==> src/rtl/jpeg_enc_arbiter.sv <==
// jpeg_enc_arbiter: shares one JPEG encoder write port between NUM_REQ
// requesters at image granularity. A winner keeps the encoder across all of
// its 64-word blocks until the encoder signals end-of-stream for the image.
// Optional stall watchdog: define JPEG_ARB_TIMEOUT_EN to enable it.
module jpeg_enc_arbiter #(
  parameter int NUM_REQ        = 2,
  parameter int ID_W           = 3,
  parameter int TIMEOUT_CYCLES = 1024
) (
  input  logic                  clk,
  input  logic                  rst,
  input  logic [NUM_REQ-1:0]    req_i,
  input  logic [NUM_REQ*32-1:0] wdata_i,
  input  logic [NUM_REQ-1:0]    last_i,
  output logic [NUM_REQ-1:0]    gnt_o,
  output logic [NUM_REQ-1:0]    done_o,
  output logic                  enc_req_o,
  output logic [31:0]           enc_wdata_o,
  output logic                  enc_last_o,
  input  logic                  enc_gnt_i,
  input  logic                  enc_end_i,
  output logic                  busy_o,
  output logic [ID_W-1:0]       owner_o,
  output logic                  abort_o
);

  // Reject configurations the index/owner logic cannot represent.
  if (NUM_REQ < 2 || NUM_REQ > 8 || (1 << ID_W) < NUM_REQ || TIMEOUT_CYCLES < 2) begin : g_param_check
    $error("jpeg_enc_arbiter: illegal parameter combination");
  end

  typedef enum logic [1:0] {
    ST_IDLE  = 2'd0,
    ST_OWN   = 2'd1,
    ST_DRAIN = 2'd2
  } state_t;

  state_t          state_q, state_d;
  logic [ID_W-1:0] owner_q, owner_d;
  logic [ID_W-1:0] rr_ptr_q, rr_ptr_d;
  logic [5:0]      beat_cnt_q, beat_cnt_d;
  logic            blk_last_q, blk_last_d;

`ifdef JPEG_ARB_TIMEOUT_EN
  localparam logic [15:0] STALL_LIMIT = 16'(TIMEOUT_CYCLES - 1);
  logic [15:0] stall_q, stall_d;
`endif

  // Signals of the current owner, selected by owner index.
  logic               own_req;
  logic               own_last;
  logic [31:0]        own_wdata;
  logic [NUM_REQ-1:0] owner_oh;
  logic               beat_acc;
  logic [ID_W-1:0]    rr_next;

  // Round-robin pick.
  logic               pick_valid;
  logic [ID_W-1:0]    pick_idx;

  // Mux the owner's request, data and last flag; build owner one-hot.
  always_comb begin
    own_req   = 1'b0;
    own_last  = 1'b0;
    own_wdata = '0;
    owner_oh  = '0;
    for (int k = 0; k < NUM_REQ; k++) begin
      if (int'(owner_q) == k) begin
        own_req     = req_i[k];
        own_last    = last_i[k];
        own_wdata   = wdata_i[32*k +: 32];
        owner_oh[k] = 1'b1;
      end
    end
  end

  assign beat_acc = own_req & enc_gnt_i;

  // Pointer just past the owner, wrapping at NUM_REQ.
  assign rr_next = (int'(owner_q) == NUM_REQ - 1) ? '0 : owner_q + 1'b1;

  // First requester at or after rr_ptr (wrapping): smallest rotated offset wins.
  always_comb begin
    int best_off;
    int off;
    best_off   = NUM_REQ;
    off        = 0;
    pick_idx   = '0;
    pick_valid = |req_i;
    for (int k = 0; k < NUM_REQ; k++) begin
      if (req_i[k]) begin
        off = (k - int'(rr_ptr_q) + NUM_REQ) % NUM_REQ;
        if (off < best_off) begin
          best_off = off;
          pick_idx = ID_W'(k);
        end
      end
    end
  end

  // Next-state and output logic of the ownership FSM.
  always_comb begin
    state_d     = state_q;
    owner_d     = owner_q;
    rr_ptr_d    = rr_ptr_q;
    beat_cnt_d  = beat_cnt_q;
    blk_last_d  = blk_last_q;
    enc_req_o   = 1'b0;
    enc_wdata_o = '0;
    enc_last_o  = 1'b0;
    gnt_o       = '0;
    done_o      = '0;
    abort_o     = 1'b0;
    busy_o      = (state_q != ST_IDLE);
`ifdef JPEG_ARB_TIMEOUT_EN
    stall_d     = stall_q;
`endif

    case (state_q)
      ST_IDLE: begin
        // Arbitrate; the winner's first beat can be accepted next cycle.
        beat_cnt_d = '0;
`ifdef JPEG_ARB_TIMEOUT_EN
        stall_d = '0;
`endif
        if (pick_valid) begin
          owner_d = pick_idx;
          state_d = ST_OWN;
        end
      end

      ST_OWN: begin
        enc_req_o   = own_req;
        enc_wdata_o = own_wdata;
        enc_last_o  = own_last;
        gnt_o       = owner_oh & {NUM_REQ{enc_gnt_i}};
        if (beat_acc) begin
          beat_cnt_d = beat_cnt_q + 6'd1;
          // The last-of-image flag is latched from the first beat of a block.
          if (beat_cnt_q == 6'd0) begin
            blk_last_d = own_last;
          end
          if (beat_cnt_q == 6'd63 && blk_last_q) begin
            state_d = ST_DRAIN;
          end
`ifdef JPEG_ARB_TIMEOUT_EN
          stall_d = '0;
        end else if (stall_q == STALL_LIMIT) begin
          // Owner or encoder stalled too long: drop ownership without done.
          abort_o    = 1'b1;
          rr_ptr_d   = rr_next;
          beat_cnt_d = '0;
          stall_d    = '0;
          state_d    = ST_IDLE;
        end else begin
          stall_d = stall_q + 16'd1;
`endif
        end
      end

      ST_DRAIN: begin
        // Wait for the encoder to flush the bitstream of this image.
        if (enc_end_i) begin
          done_o   = owner_oh;
          rr_ptr_d = rr_next;
          state_d  = ST_IDLE;
        end
      end

      default: begin
        state_d = ST_IDLE;
      end
    endcase
  end

  // FSM state register.
  always_ff @(posedge clk or posedge rst) begin
    if (rst) begin
      state_q <= ST_IDLE;
    end else begin
      state_q <= state_d;
    end
  end

  // Owner, round-robin pointer and block bookkeeping registers.
  always_ff @(posedge clk or posedge rst) begin
    if (rst) begin
      owner_q    <= '0;
      rr_ptr_q   <= '0;
      beat_cnt_q <= '0;
      blk_last_q <= 1'b0;
    end else begin
      owner_q    <= owner_d;
      rr_ptr_q   <= rr_ptr_d;
      beat_cnt_q <= beat_cnt_d;
      blk_last_q <= blk_last_d;
    end
  end

`ifdef JPEG_ARB_TIMEOUT_EN
  // Stall watchdog counter.
  always_ff @(posedge clk or posedge rst) begin
    if (rst) begin
      stall_q <= '0;
    end else begin
      stall_q <= stall_d;
    end
  end
`endif

  assign owner_o = owner_q;

endmodule

==> config.mk <==
export PLATFORM = sky130hd
export DESIGN_NAME = jpeg_enc_arbiter
export DESIGN_NICKNAME = d
export VERILOG_FILES = /design/src/rtl/jpeg_enc_arbiter.sv
export SDC_FILE = /design/constraint.sdc
export NUM_CORES = 1
export LEC_CHECK = 0
export CORE_MARGIN = 5
export CORE_UTILIZATION = 33
export CTS_BUF_LIST = sky130_fd_sc_hd__clkbuf_8
export DETAILED_ROUTE_END_ITERATION = 10
export PLACE_DENSITY = 0.88
export SLEW_MARGIN = 20
export SYNTH_ARGS = -nofsm -noshare
export SYNTH_HDL_FRONTEND = slang
export SYNTH_SLANG_ARGS = --single-unit
==> constraint.sdc <==
create_clock -name clk -period 4.6 [get_ports clk]
set_input_delay 0.69 -clock clk [delete_from_list [all_inputs] [get_ports clk]]
set_output_delay 0.69 -clock clk [all_outputs]
set_load 0.05 [all_outputs]
==> results.json <==
{
  "status": "complete, no violations",
  "synth_cell_type_count": 30,
  "ys_ff_latch": 11,
  "gp_congestion": 0.775,
  "hold_depth": 1,
  "firstDrtPassIters": 4,
  "multi_input_area_um2": 812,
  "comb_power_share_pct": 64.4,
  "holdWs_ns": 0.502,
  "synthArstFlopShare_pct": 100,
  "synth_top_area_share_pct": 29.0,
  "cp.buffers_inverters": 2,
  "rows": 21,
  "max_slew.worst_pin.slew_ns": 0.603,
  "clkSlewWorstSetupHoldPaths_ns": 0.05,
  "die-area_um2": 4850,
  "rsz0062_at_grt": "false",
  "start_util_pct": 34.6,
  "clock_latency_ns": 0.24,
  "cp_max_fo": 24,
  "cts_tree": "yes",
  "critPathKind": "reg -> out",
  "first_global_vias": 1480,
  "worst_ep_arrival_time_ns": 2.44,
  "setup_viol": 0,
  "wl_per_cell_um": 15.7,
  "cts_sinks": 11,
  "dpl.hpwl_um": 4050,
  "hold_viol": 0,
  "dp.cells": 296,
  "r2r_start": "owner_o[0]",
  "grt-ovfl-total": 0,
  "seq_area_frac_synth_pct": 23.5,
  "hp-class": "reg -> reg",
  "syn-mean-instance-area_um2": 7.98,
  "antenna_found_initial": 0,
  "dieHeight_um": 69.6,
  "crit_required_ns": 3.91,
  "grt_start_max_net_pins": 29,
  "synthTopCellsByArea": "mux2i_1 29%, dfrtp_1 23%, nor2_1 12%, o211ai_1 3.8%, buf_2 2.6%",
  "cts_setup_buffers": 0,
  "syn_area_um2": 1170,
  "synth_flop_cell": "dfrtp_1",
  "num_io_pins": 115,
  "synth_common_cells": "38 x nor2_1, 34 x mux2i_1, 11 x dfrtp_1, 7 x inv_1",
  "slew_violations": 0,
  "crit_chain": "buf_4 > mux2i_1 > nor2_1 > clkdlybuf4s50_1",
  "stdcell_count": 300,
  "cts_buffers": 3,
  "synthCells": 147,
  "min_to": "blk_last_q",
  "diodes": 0,
  "r2r_end": "state_q[0]",
  "final_util_pct": 69.4,
  "die_w_um": 69.6,
  "fillers": 278,
  "holdCritStartpoint": "blk_last_q",
  "yosysTopAreaCell": "mux2i_1",
  "ctsResizeCount": 0,
  "via_per_inst": 4.80,
  "cpMaxStageDelayCell": "clkdlybuf4s50_1",
  "tns_ns": 0,
  "num_vias": 1441,
  "layout_setup_ws_ns": 1.47,
  "period_share_pct": 68.0,
  "slew_headroom_pct": 59.8,
  "powerDensity_nw_per_um2": 314,
  "htreeDepth": 1,
  "root_buffer": "clkbuf_8",
  "crit_family": "buffers and inverters",
  "place_ws_ns": 1.47,
  "reg2regPathDepth": 4,
  "cts_buffer_depth": 2,
  "drt-total-wl_um": 4710,
  "reg2reg_setup_slack_ns": 2.66,
  "clkPwrFrac_pct": 12.7,
  "portBuffers": 111,
  "yosysWarnings": 0,
  "hold_buffers": 0,
  "seq_area_um2": 277,
  "switching_share_pct": 47.3,
  "clock_skew_ns": 0.00237,
  "start_kind": "flop",
  "min_period_ns": 3.13,
  "cpPeakStageDelay_ns": 0.82,
  "final_nets": 329,
  "gr-usage-all-layers_pct": 19.2,
  "cap_violations": 0,
  "yosysMostFrequentCell": "nor2_1",
  "ir_drop_v": 0.000176,
  "leakage_nw": 1.00,
  "area_growth_pct": 100,
  "ant_nets": 0,
  "drt_iter0_drc": 33,
  "internal_power_w": 0.000390,
  "end_kind": "primary output",
  "switchingPower_w": 0.000349,
  "grt_pass1_wl_um": 7480,
  "drc": 0,
  "drive_gt1_share_pct": 4.33,
  "max_freq_mhz": 320,
  "seqPwrFrac_pct": 22.9,
  "core-area_um2": 3390,
  "synth_edf_count": 0
}
## cell type report
cell class,instances,area share (%)
timing repair buffer,114,48.2
multi-input combinational,118,34.5
inverter,7,1.12
sequential,11,11.8
clock buffer,3,1.76
tap,46,2.45
clock inverter,1,0.160
## per-stage QoR
stage,instance area (um2),power (W)
6_report,2350,0.000739
4_1_cts,2350,0.000744
2_1_floorplan,1180,0.000469
3_5_place_dp,2310,0.000649
5_1_grt,2350,0.000782
3_3_place_gp,2310,0.000642
## cells by family (layout without fill, tap and decap cells)
family | count (synthesis) | in the layout | share of synthesized area (%)
AOI/OAI and AO/OA | 15 | 15 | 8.31
xor gates and xnor gates | 1 | 1 | 0.746
adders and majority gates | 2 | 2 | 2.13
buffers and inverters | 20 | 125 | 8.00
DFF | 11 | 11 | 23.5
muxes | 36 | 36 | 30.9
other | 1 | 3 | 0.320
and+or+nand+nor | 61 | 61 | 26.1
## power groups by stage
| stage | clock network [W] | logic [W] | registers (W) |
|---|---|---|---|
| 2_1_floorplan | 0 | 0.000316 | 0.000153 |
| 3_3_place_gp | 0 | 0.000473 | 0.000169 |
| 3_5_place_dp | 0 | 0.000478 | 0.000171 |
| 4_1_cts | 0.0000944 | 0.000481 | 0.000169 |
| 5_1_grt | 0.0000976 | 0.000508 | 0.000176 |
| 6_report | 0.0000935 | 0.000476 | 0.000169 |
## routing by layer
metal | vias to the layer above | track usage (%) | wire length, um
li1 | 717 | - | -
met1 | 636 | 20.7 | 1740
met2 | 74 | 35.1 | 2470
met3 | 14 | 5.22 | 351
met4 | 0 | 8.09 | 147
met5 | - | 0 | 0
## placed cells by master, fill, tap and decap left out, drive strengths merged, types with 2 or more instances in the layout
cell type / synthesis / layout
o211ai: 6 / 6
nor2: 38 / 38
or4: 4 / 4
mux2i: 34 / 34
clkdlybuf4s50: 0 / 111
ha: 2 / 2
inv: 7 / 8
clkbuf: 4 / 3
a21oi: 3 / 3
nand2: 6 / 6
o21ai: 4 / 4
nand3: 5 / 5
buf: 9 / 3
nand3b: 2 / 2
mux2: 2 / 2
conb: 1 / 3
dfrtp: 11 / 11
## worst reg2reg max path: stages, from the launching register on
cell and delay, ns:
dfrtp_2 0.75, mux2i_1 0.16, buf_4 0.21, or4_1 0.56
o311a_1 0.15
## worst max-delay path by stage
stage	slack, ns	cells after the start	from	endpoint
2_1_floorplan	1.92	4	owner_o[0]	enc_wdata_o[10]
3_3_place_gp	1.48	5	req_i[1]	enc_req_o
3_5_place_dp	1.47	5	req_i[1]	enc_req_o
4_1_cts	1.46	4	owner_o[0]	enc_wdata_o[4]
5_1_grt	1.36	4	owner_o[0]	enc_wdata_o[2]
6_report	1.47	4	owner_o[0]	enc_wdata_o[11]
## sequential cells by signal, indices dropped and copies added (netlist names)
name	count
beat_cnt_q	6
blk_last_q	1
owner_o	1
rr_ptr_q	1
state_q	2
Power figures use the tool's default switching activity.
